===== src/rtl/mem_port_arbiter.sv =====
// mem_port_arbiter: shares one unified instruction/data memory between the
// multi-cycle CPU (default owner) and a debug/loader port. Debug gets the bus
// when the CPU is idle or after a bounded starvation window; while debug owns
// the bus the CPU is stalled.
module mem_port_arbiter #(
  parameter int ADDR_W       = 32,
  parameter int DATA_W       = 32,
  parameter int STARVE_LIMIT = 8
) (
  input  logic              clk,
  input  logic              reset,
  input  logic              cpu_req,
  input  logic              cpu_we,
  input  logic [ADDR_W-1:0] cpu_addr,
  input  logic [DATA_W-1:0] cpu_wdata,
  output logic              cpu_gnt,
  output logic [DATA_W-1:0] cpu_rdata,
  output logic              cpu_stall,
  input  logic              dbg_req,
  input  logic              dbg_we,
  input  logic [ADDR_W-1:0] dbg_addr,
  input  logic [DATA_W-1:0] dbg_wdata,
  input  logic              dbg_lock,
  output logic              dbg_gnt,
  output logic [DATA_W-1:0] dbg_rdata,
  output logic              dbg_rvalid,
  output logic [ADDR_W-1:0] mem_addr,
  output logic [DATA_W-1:0] mem_wdata,
  output logic              mem_read,
  output logic              mem_write,
  input  logic [DATA_W-1:0] mem_rdata
);

  localparam logic [1:0] ST_CPU    = 2'd0;
  localparam logic [1:0] ST_SWITCH = 2'd1;
  localparam logic [1:0] ST_DBG    = 2'd2;

  localparam int CNT_W = $clog2(STARVE_LIMIT + 1);
  // Counter value on the last contended cycle the CPU is allowed to win.
  localparam logic [CNT_W-1:0] STARVE_LAST = CNT_W'(STARVE_LIMIT - 1);

  logic [1:0]        state_r;
  logic [1:0]        state_nxt_s;
  logic [CNT_W-1:0]  starve_cnt_r;
  logic [CNT_W-1:0]  starve_cnt_nxt_s;
  logic [DATA_W-1:0] dbg_rdata_r;
  logic              dbg_rvalid_r;
  logic              in_cpu_s;
  logic              in_dbg_s;
  logic              cpu_gnt_s;
  logic              dbg_gnt_s;
  logic              dbg_rd_s;

  // Owner decode straight from the state register so the stall is glitch-free.
  assign in_cpu_s  = (state_r == ST_CPU);
  assign in_dbg_s  = (state_r == ST_DBG);
  assign cpu_gnt_s = in_cpu_s & cpu_req;
  assign dbg_gnt_s = in_dbg_s & dbg_req;
  assign dbg_rd_s  = dbg_gnt_s & ~dbg_we;

  assign cpu_gnt    = cpu_gnt_s;
  assign dbg_gnt    = dbg_gnt_s;
  assign cpu_stall  = (state_r == ST_SWITCH) | in_dbg_s;
  assign cpu_rdata  = mem_rdata;
  assign dbg_rdata  = dbg_rdata_r;
  assign dbg_rvalid = dbg_rvalid_r;

  // Memory-side mux: the owner drives address/data, strobes only on a grant.
  always_comb begin
    mem_addr  = cpu_addr;
    mem_wdata = cpu_wdata;
    if (in_dbg_s) begin
      mem_addr  = dbg_addr;
      mem_wdata = dbg_wdata;
    end else begin
      mem_addr  = cpu_addr;
      mem_wdata = cpu_wdata;
    end
    mem_read  = (cpu_gnt_s & ~cpu_we) | (dbg_gnt_s & ~dbg_we);
    // Writes are blocked while reset is held so nothing corrupts memory.
    mem_write = reset & ((cpu_gnt_s & cpu_we) | (dbg_gnt_s & dbg_we));
  end

  // Next-state and starvation-counter decode.
  always_comb begin
    state_nxt_s      = state_r;
    starve_cnt_nxt_s = starve_cnt_r;
    case (state_r)
      ST_CPU: begin
        if (dbg_req & (~cpu_req | (starve_cnt_r == STARVE_LAST))) begin
          state_nxt_s = ST_SWITCH;
        end else begin
          state_nxt_s = ST_CPU;
        end
        if (!dbg_req) begin
          starve_cnt_nxt_s = '0;
        end else if (cpu_req) begin
          starve_cnt_nxt_s = starve_cnt_r + CNT_W'(1);
        end else begin
          starve_cnt_nxt_s = starve_cnt_r;
        end
      end
      ST_SWITCH: begin
        state_nxt_s      = ST_DBG;
        starve_cnt_nxt_s = '0;
      end
      ST_DBG: begin
        // Without lock, one access (or a withdrawn request) hands the bus back.
        if (!dbg_lock && (dbg_gnt_s || !dbg_req)) begin
          state_nxt_s = ST_CPU;
        end else begin
          state_nxt_s = ST_DBG;
        end
        starve_cnt_nxt_s = '0;
      end
      default: begin
        state_nxt_s      = ST_CPU;
        starve_cnt_nxt_s = '0;
      end
    endcase
  end

  // Ownership state and starvation counter registers.
  always_ff @(posedge clk or negedge reset) begin
    if (!reset) begin
      state_r      <= ST_CPU;
      starve_cnt_r <= '0;
    end else begin
      state_r      <= state_nxt_s;
      starve_cnt_r <= starve_cnt_nxt_s;
    end
  end

  // Debug read capture; rvalid pulses the cycle after a granted read.
  always_ff @(posedge clk or negedge reset) begin
    if (!reset) begin
      dbg_rdata_r  <= '0;
      dbg_rvalid_r <= 1'b0;
    end else begin
      dbg_rvalid_r <= dbg_rd_s;
      if (dbg_rd_s) begin
        dbg_rdata_r <= mem_rdata;
      end else begin
        dbg_rdata_r <= dbg_rdata_r;
      end
    end
  end

endmodule


===== config.mk =====
export PLATFORM = sky130hd
export DESIGN_NAME = mem_port_arbiter
export DESIGN_NICKNAME = d
export VERILOG_FILES = /design/src/rtl/mem_port_arbiter.sv
export SDC_FILE = /design/constraint.sdc
export NUM_CORES = 1
export LEC_CHECK = 0
export ABC_AREA = 1
export CAP_MARGIN = 20
export CORE_AREA = 2 2 115 117
export CTS_CLUSTER_DIAMETER = 200
export DETAILED_ROUTE_END_ITERATION = 12
export DIE_AREA = 0 0 117 119
export PLACE_DENSITY = 0.67
export SYNTH_ARGS = -nofsm -noshare
export SYNTH_HDL_FRONTEND = slang
export SYNTH_SLANG_ARGS = --single-unit

===== constraint.sdc =====
create_clock -name clk -period 1.2 [get_ports clk]
set_input_delay 0.12 -clock clk [delete_from_list [all_inputs] [get_ports clk]]
set_output_delay 0.12 -clock clk [all_outputs]
set_load 0.01 [all_outputs]

# Word level (Yosys, flattened, before mapping)
# Cells that the tools add are included.
word_totals:
  register_bits: 39
  input_bits: 167
  output_inout_bits: 134
  word_cells: 37
op_classes:
  addsub: 1
  eq_ne: 4
  mux: 8
  n_bitwise: 15
  n_reduce_logical: 5
op_table:
  columns: ["cell", "count"]
  rows:
  - ["$mux W32", 2]
  - ["$mux W4", 3]
  - ["$and A1 B1 Y1", 8]
  - ["$pmux W2 S3", 1]
  - ["$add A4 B1 Y4 const B", 1]
  - ["$eq A4 B3 Y1 const B", 1]
  - ["$or A1 B1 Y1", 4]
  - ["$ne A3 B3 Y1 const B", 1]
  - ["$not A1 Y1", 3]
  - ["$eq A2 B1 Y1 const B", 1]
  - ["$eq A2 B2 Y1 const B", 1]
  - ["$logic_not A1 Y1", 2]
  - ["$logic_not A2 Y1", 1]
  - ["$mux W2", 1]
  - ["$logic_and A1 B1 Y1", 1]
  - ["$logic_or A1 B1 Y1", 1]
  - ["$mux W1", 1]

# Longest topological paths before layout
# Gate-level depths: netlist of the first run.
logic_depth:
  word_depth: 6
  ltp_mapped: 9
  mapped_depth_nobuf: 8

# Worst setup path before layout of the first run
# No wires, ideal clock.
synth_path:
  path_type: "reg2out"
  from: "register state_r[0]"
  to: "output mem_read"
  t_arrival_ns: 1.242
  required_ns: 1.080
  path_slack_ns: -0.162
  path_stages_with_launch: 8
  n_path_buf: 1
  cell_sequence: "dfrtp_1 > inv_1 > ha_1 > nand2_1 > inv_2 > nand2_2 > buf_2 > o21ai_0"
synth_between:
  elab_chain_cells: 4
  word_cells_on_any_way: 7
  classes_between: "eq/ne (1); bitwise (5); reduce/logical (1)"
synth_lines:
  columns: ["item", "line", "rtl"]
  rows:
  - ["from (decl)", "42", "logic [1:0] state_r;"]
  - ["from (signal assigned)", "129", "state_r <= state_nxt_s;"]
  - ["$eq A2 B2 Y1", "56", "assign in_dbg_s = (state_r == ST_DBG);"]
  - ["$and A1 B1 Y1", "58", "assign dbg_gnt_s = in_dbg_s & dbg_req;"]
  - ["net dbg_gnt", "24", "output logic dbg_gnt,"]
  - ["$and A1 B1 Y1", "79", "mem_read = (cpu_gnt_s & ~cpu_we) | (dbg_gnt_s & ~dbg_we);"]
  - ["$or A1 B1 Y1", "79", null]
  - ["to (decl)", "29", "output logic mem_read,"]
# The timed path passes the listed nets, and every way through them passes these cells.

# Worst setup path after layout of the first run
layout_path:
  from: "register state_r[0]"
  to: "output mem_addr[21]"
layout_between:
  elab_chain_cells: 2
layout_lines:
  columns: ["item", "line", "rtl"]
  rows:
  - ["$eq A2 B2 Y1", "56", null]
  - ["$mux W32", "72", "if (in_dbg_s) begin"]
  - ["to (decl)", "27", "output logic [ADDR_W-1:0] mem_addr,"]
# Every way passes these cells.

==> impl_metrics.toml, run 1 <==
[run_status]
outcome = "finished with violations"
violations = "setup timing"

[setup_path]
cp-startpoint = "state_r[0]$_DFF_PN0_"
worstSetupPathType = "reg2out"
worstPathMaxFanout = 5
crit_path_start_kind = "flop"
r2r-start = "state_r[1]$_DFF_PN0_"
cp_data_arrival_time_ns = 1.65
end_kind = "output pin"
crit_required_ns = 1.08

[routing]
wl_mm = 14.3
drt-pass1-iter-count = 7
drt_iter0_drc = 179
wl_per_cell_um = 15.5
vias = 3880
drc = 0
routed_via_density = 4.20
antenna_left = 0

[placed_design]
placed_area_um2 = 5770
placedCellCount = 876
hpwl_mm = 9.67
port_buffers = 300
pre_cts_ws_ns = -0.567
gp_congestion = 0.870

[logic_synthesis]
synthXorXnorAreaFrac_pct = 0
seq_area_frac_synth_pct = 37.2
synthMuxAreaShare_pct = 0
yosysTopAreaCell = "nand2_1"
synth_cells = 422
synth_area_leaders = "nand2_1 43%, dfrtp_1 37%, buf_4 9.5%"
synth.distinct_cells = 17
synth_area_um2 = 2620
synth_top_area_share_pct = 43.3
ys.flop_type = "dfrtp_1"
synth_seq_cells = 39
yosys.area_share.adder_pct = 1.91
async_flop_share_pct = 100
ys.warnings.count = 0
synthSimpleGateAreaFrac_pct = 44.7
syn_avg_cell_area_um2 = 6.21
synth_top_family_by_area = "simple AND/OR/NAND/NOR gates"
synth-edff-count = 0
synth_compound_area_share_pct = 1.43
syn_nets = 593

[timing]
layout_setup_ws_ns = -0.565
clock.fmax_mhz = 566
slew_violations = 0
rsz0062_at_grt = "true"
slew_headroom_pct = 65.7
clock_skew_ns = 0.00583
setup_viol_count_final = 105
period_share_pct = 147
tightest_slew_ns = 0.515
period_minus_slack_ns = 1.77
hold_ws_ns = 0.402
hold_viol = 0
tns_ns = -44.88

[final_layout]
fin_cells = 924
drive_gt1_share_pct = 32.5
postLayoutCellArea_um2 = 6610
syn2layout_area_growth_pct = 152
fin_util_pct = 51.3
final_common_cell = "nand2_1"
layout_common_cells = "217 x nand2_1, 165 x clkdlybuf4s50_1, 65 x dlygate4sd2_1"
nets = 918

[power_and_ir_drop]
finalPower_mw = 8.06
power_density_nw_per_um2 = 1220
vdd_drop_max_uv = 956
cellLeakagePower_nw = 3.48

[die]
die_h_um = 119
io_pins = 301
core-area_um2 = 12900
die_area_um2 = 13900
die_x_um = 117
initial_core_util_pct = 20.3
row_count = 42

[clock_tree]
path_clk_slew_ns = 0.06
cts_sinks = 39
numCtsBuffers = 5
htree_levels = 2
clock_path_buffers = 2
clkLatencyLatePin_ns = 0.28
cts_root_buffer = "clkbuf_16"
cts_tree = "built"

[run]
cap_violations = 0

[global_route]
overflow = 0
grt_max_degree = 40
grt_pass1_vias = 3617
antenna_found_initial = 1
grt_usage_pct = 16.8
grt_pass1_wl_mm = 18.3

[hold_path]
min_path_type = "in2reg"
hold_start = "mem_rdata[8]"
## critical path: stages, from the launching register on
cell     delay (ns)
dfrtp_1        0.39
inv_2          0.09
ha_4           0.20
inv_8          0.05
buf_12         0.13
buf_16         0.13
buf_6          0.12
nand2_2        0.06
nand2_2        0.07
buf_6          0.12
## worst paths after layout
kind | end | slack [ns] | depth (start not counted)
worst max-delay path | mem_addr[21] | -0.57 | 9
worst min-delay path | dbg_rdata[8]$_DFFE_PN0P_ | 0.40 | 3
worst max register to register | dbg_rdata[29]$_DFFE_PN0P_ | -0.46 | 11
worst min register to register | dbg_rdata[14]$_DFFE_PN0P_ | 0.48 | 2
max in group asynchronous | starve_cnt_r[2]$_DFFE_PN0P_ | 0.39 | 3
min in group asynchronous | dbg_rdata[15]$_DFFE_PN0P_ | 0.46 | 3
## layer usage
layer  vias up  share of wire, %  global-route usage (%)
met5         -                 0                       0
met4         0               1.9                    4.78
met3        14               9.1                    5.55
met2       183                52                    30.7
met1      1804                37                    18.1
li1       1879                 -                       -
## power breakdown
group	switching, mW	internal [mW]	total (mW)
combinational	2.05	2.37	4.42
sequential	0.349	1.81	2.16
clock	0.513	0.968	1.48
total	2.91	5.15	8.06
## sequential cells by signal, indices dropped and copies added, names as in the netlist
name	flops
state_r	2
starve_cnt_r	4
dbg_rvalid	1
dbg_rdata	32
## kinds of logic after synthesis
| logic type | count (synthesis) |
|---|---|
| buffers and inverters | 62 |
| DFF | 39 |
| adders and majority gates | 4 |
| and+or+nand+nor | 310 |
| AOI/OAI and AO/OA | 7 |
## synthesized netlist by cell type (2+ instances only)
cell,n
o21ai_0,4
clkbuf_1,6
buf_6,2
buf_4,33
buf_2,10
ha_1,4
inv_2,2
nor2_1,4
dfrtp_1,39
a21oi_1,2
nand3_1,2
nand2_1,302
inv_1,8
## area by class of cell
type	instances	area, um2
fill	1228	6270
timing repair buffer	366	3500
multi-input combinational	321	1630
sequential	39	976
tap	176	220
clock buffer	5	125
inverter	11	70.1
timing repair inverter	3	42.5
clock inverter	2	37.5
antenna	1	2.50
## what timing repair did
action / in CTS / in global routing
endpoints found under the hold margin: 39 / 0
gates resized for setup: 263 / 231
pin swaps: 1 / 45
setup endpoints to repair: 168 / 107
hold buffers: 1 / 0
setup buffers: 13 / 16
cloned: 4 / 11
Note: power is estimated with default switching activity, not from simulation.
==> run 2, diff against run 1 <==
Settings changed: CAP_MARGIN 20 to unset.
==> results of run 2 <==
The final DEF is identical to that of run 1; final timing and power are the same.
==> run 3, diff against run 2 <==
Settings changed: CORE_AREA 2 2 115 117 to 2 2 116 118, DIE_AREA 0 0 117 119 to 0 0 118 120, PLACE_DENSITY 0.67 to 0.63.
Clock period 1.2 ns to 2 ns, I/O delays scaled along.
==> impl_metrics.toml, run 3 (synthesis results as in run 1) <==
[run_status]
outcome = "finished with violations"
violations = "hold timing"

[global_route]
antenna_found_initial = 0
grt_pass1_vias = 3690
overflow = 0
grt_pass1_wl_mm = 20.5
grt_max_degree = 40
grt_usage_pct = 18.4

[die]
die_x_um = 118
core-area_um2 = 13000
io_pins = 301
die_h_um = 120
initial_core_util_pct = 20.2
die_area_um2 = 14200
row_count = 42

[hold_path]
min_path_type = "in2async"

[setup_path]
worstPathMaxFanout = 25
crit_path_start_kind = "flop"
cpPeakStageDelay_ns = 0.41
worstSetupPathType = "reg2out"
crit_family = "buffers and inverters"
crit_required_ns = 1.80
cpMaxStageDelayCell = "dfrtp_1"
cp_num_buf_inv = 4
end_kind = "output pin"
cp_data_arrival_time_ns = 1.72
path_cells = "ha_4 > buf_12 > inv_4 > buf_12 > nand2_1 > nand2_1 > clkdlybuf4s15_1"

[power_and_ir_drop]
p_int_mw = 2.97
power_density_nw_per_um2 = 769
vdd_drop_max_uv = 535
p_sw_share_pct = 33.7
cellLeakagePower_nw = 2.95
p_sw_mw = 1.51
pwr-share-comb_pct = 53.7
seqPwrFrac_pct = 28.1
p_clk_share_pct = 18.2

[final_layout]
drive_gt1_share_pct = 5.03
syn2layout_area_growth_pct = 123
fin_cells = 872
antennaDiodeCount = 0
nets = 866
layout_common_cells = "302 x nand2_1, 231 x clkdlybuf4s50_1, 47 x dlygate4sd2_1"
final_common_cell = "nand2_1"
postLayoutCellArea_um2 = 5830
largest_register_ffs = 32

[clock_tree]
cts_root_buffer = "clkbuf_16"
clkLatencyLatePin_ns = 0.28
path_clk_slew_ns = 0.05
cts_hold_buffers = 0
cts_sinks = 39
htree_levels = 2
clock_path_buffers = 2
numCtsBuffers = 5
cts_tree = "built"

[timing]
tightest_slew_ns = 0.491
clock_skew_ns = 0.00394
hold_ws_ns = -0.00651
clock.fmax_mhz = 521
slew_headroom_pct = 67.3
period_share_pct = 95.9
setup_viol_count_final = 0
rsz0062_at_grt = "true"
slew_violations = 0
period_minus_slack_ns = 1.92
hold_viol = 24

[routing]
vias = 3566
antenna_left = 0
drc = 0
wl_per_cell_um = 15.3
routed_via_density = 4.09
drt_iter0_drc = 148
wl_mm = 13.4
drt-pass1-iter-count = 4

[placed_design]
placed_area_um2 = 5620
placedCellCount = 858
port_buffers = 300
hpwl_mm = 10.6
gp_congestion = 0.933

[run]
cap_violations = 0
==> run 3: through the flow <==
step,worst slack (ns),TNS (ns),total power [mW],util [%]
after floorplan,0.558,0,2.12,-
after global placement,0.0771,0,3.74,43.3
after global routing,-0.0240,-0.0243,4.79,44.9
after detailed placement,0.0680,0,3.75,43.3
final,0.0815,0,4.49,44.9
after CTS,-0.0748,-0.233,4.55,44.7
==> run 3: power by group through the flow <==
stage          combinational, mW  sequential (mW)  clock (mW)
2_1_floorplan              0.737             1.39           0
3_3_place_gp                2.48             1.25           0
3_5_place_dp                2.49             1.26           0
4_1_cts                     2.44             1.26       0.844
5_1_grt                     2.61             1.30       0.879
6_report                    2.41             1.26       0.814
==> run 3: cell type report <==
cell class	instances	area [um2]
fillers	1352	7150
repair buffers	317	3170
multi-input cells	321	1270
flip-flops and latches	39	976
well taps	176	220
clock buffers	8	156
inverters	11	46.3
==> run 3: what timing repair did <==
| action | 4_1_cts | 5_1_grt |
|---|---|---|
| endpoints found under the setup margin | 67 | 15 |
| cloned | 1 | 0 |
| endpoints found under the hold margin | 0 | 0 |
| resized for setup | 76 | 20 |
| setup buffers | 4 | 2 |
| pin swaps | 1 | 0 |
==> run 3: path summary, 6_finish.rpt <==
| path | startpoint | end | slack [ns] | depth (start not counted) |
|---|---|---|---|---|
| worst max-delay path | state_r[1]$_DFF_PN0_ | mem_addr[12] | 0.08 | 7 |
| worst min-delay path | reset | dbg_rdata[30]$_DFFE_PN0P_ | -0.007 | 2 |
| worst max register to register | state_r[1]$_DFF_PN0_ | dbg_rdata[5]$_DFFE_PN0P_ | 0.21 | 9 |
| worst min register to register | dbg_rdata[26]$_DFFE_PN0P_ | dbg_rdata[26]$_DFFE_PN0P_ | 0.48 | 2 |
| max in group asynchronous | reset | dbg_rdata[5]$_DFFE_PN0P_ | 1.67 | 2 |
| min in group clk | dbg_rdata[26]$_DFFE_PN0P_ | dbg_rdata[26]$_DFFE_PN0P_ | 0.48 | 2 |
==> run 3: worst register-to-register path: cells and delay by family, from the launching register on <==
| kind | cells | cell delay, ns |
|---|---|---|
| adders and majority gates | 1 | 0.20 |
| DFF | 1 | 0.41 |
| and+or+nand+nor | 4 | 0.33 |
| buffers and inverters | 4 | 0.74 |
==> run 3: metal layers <==
layer	track usage, %	vias up	wire length (um)
li1	-	1773	-
met5	0	-	0
met3	4.90	16	1120
met1	22.9	1579	5610
met4	5.87	0	286
met2	31.0	198	6340
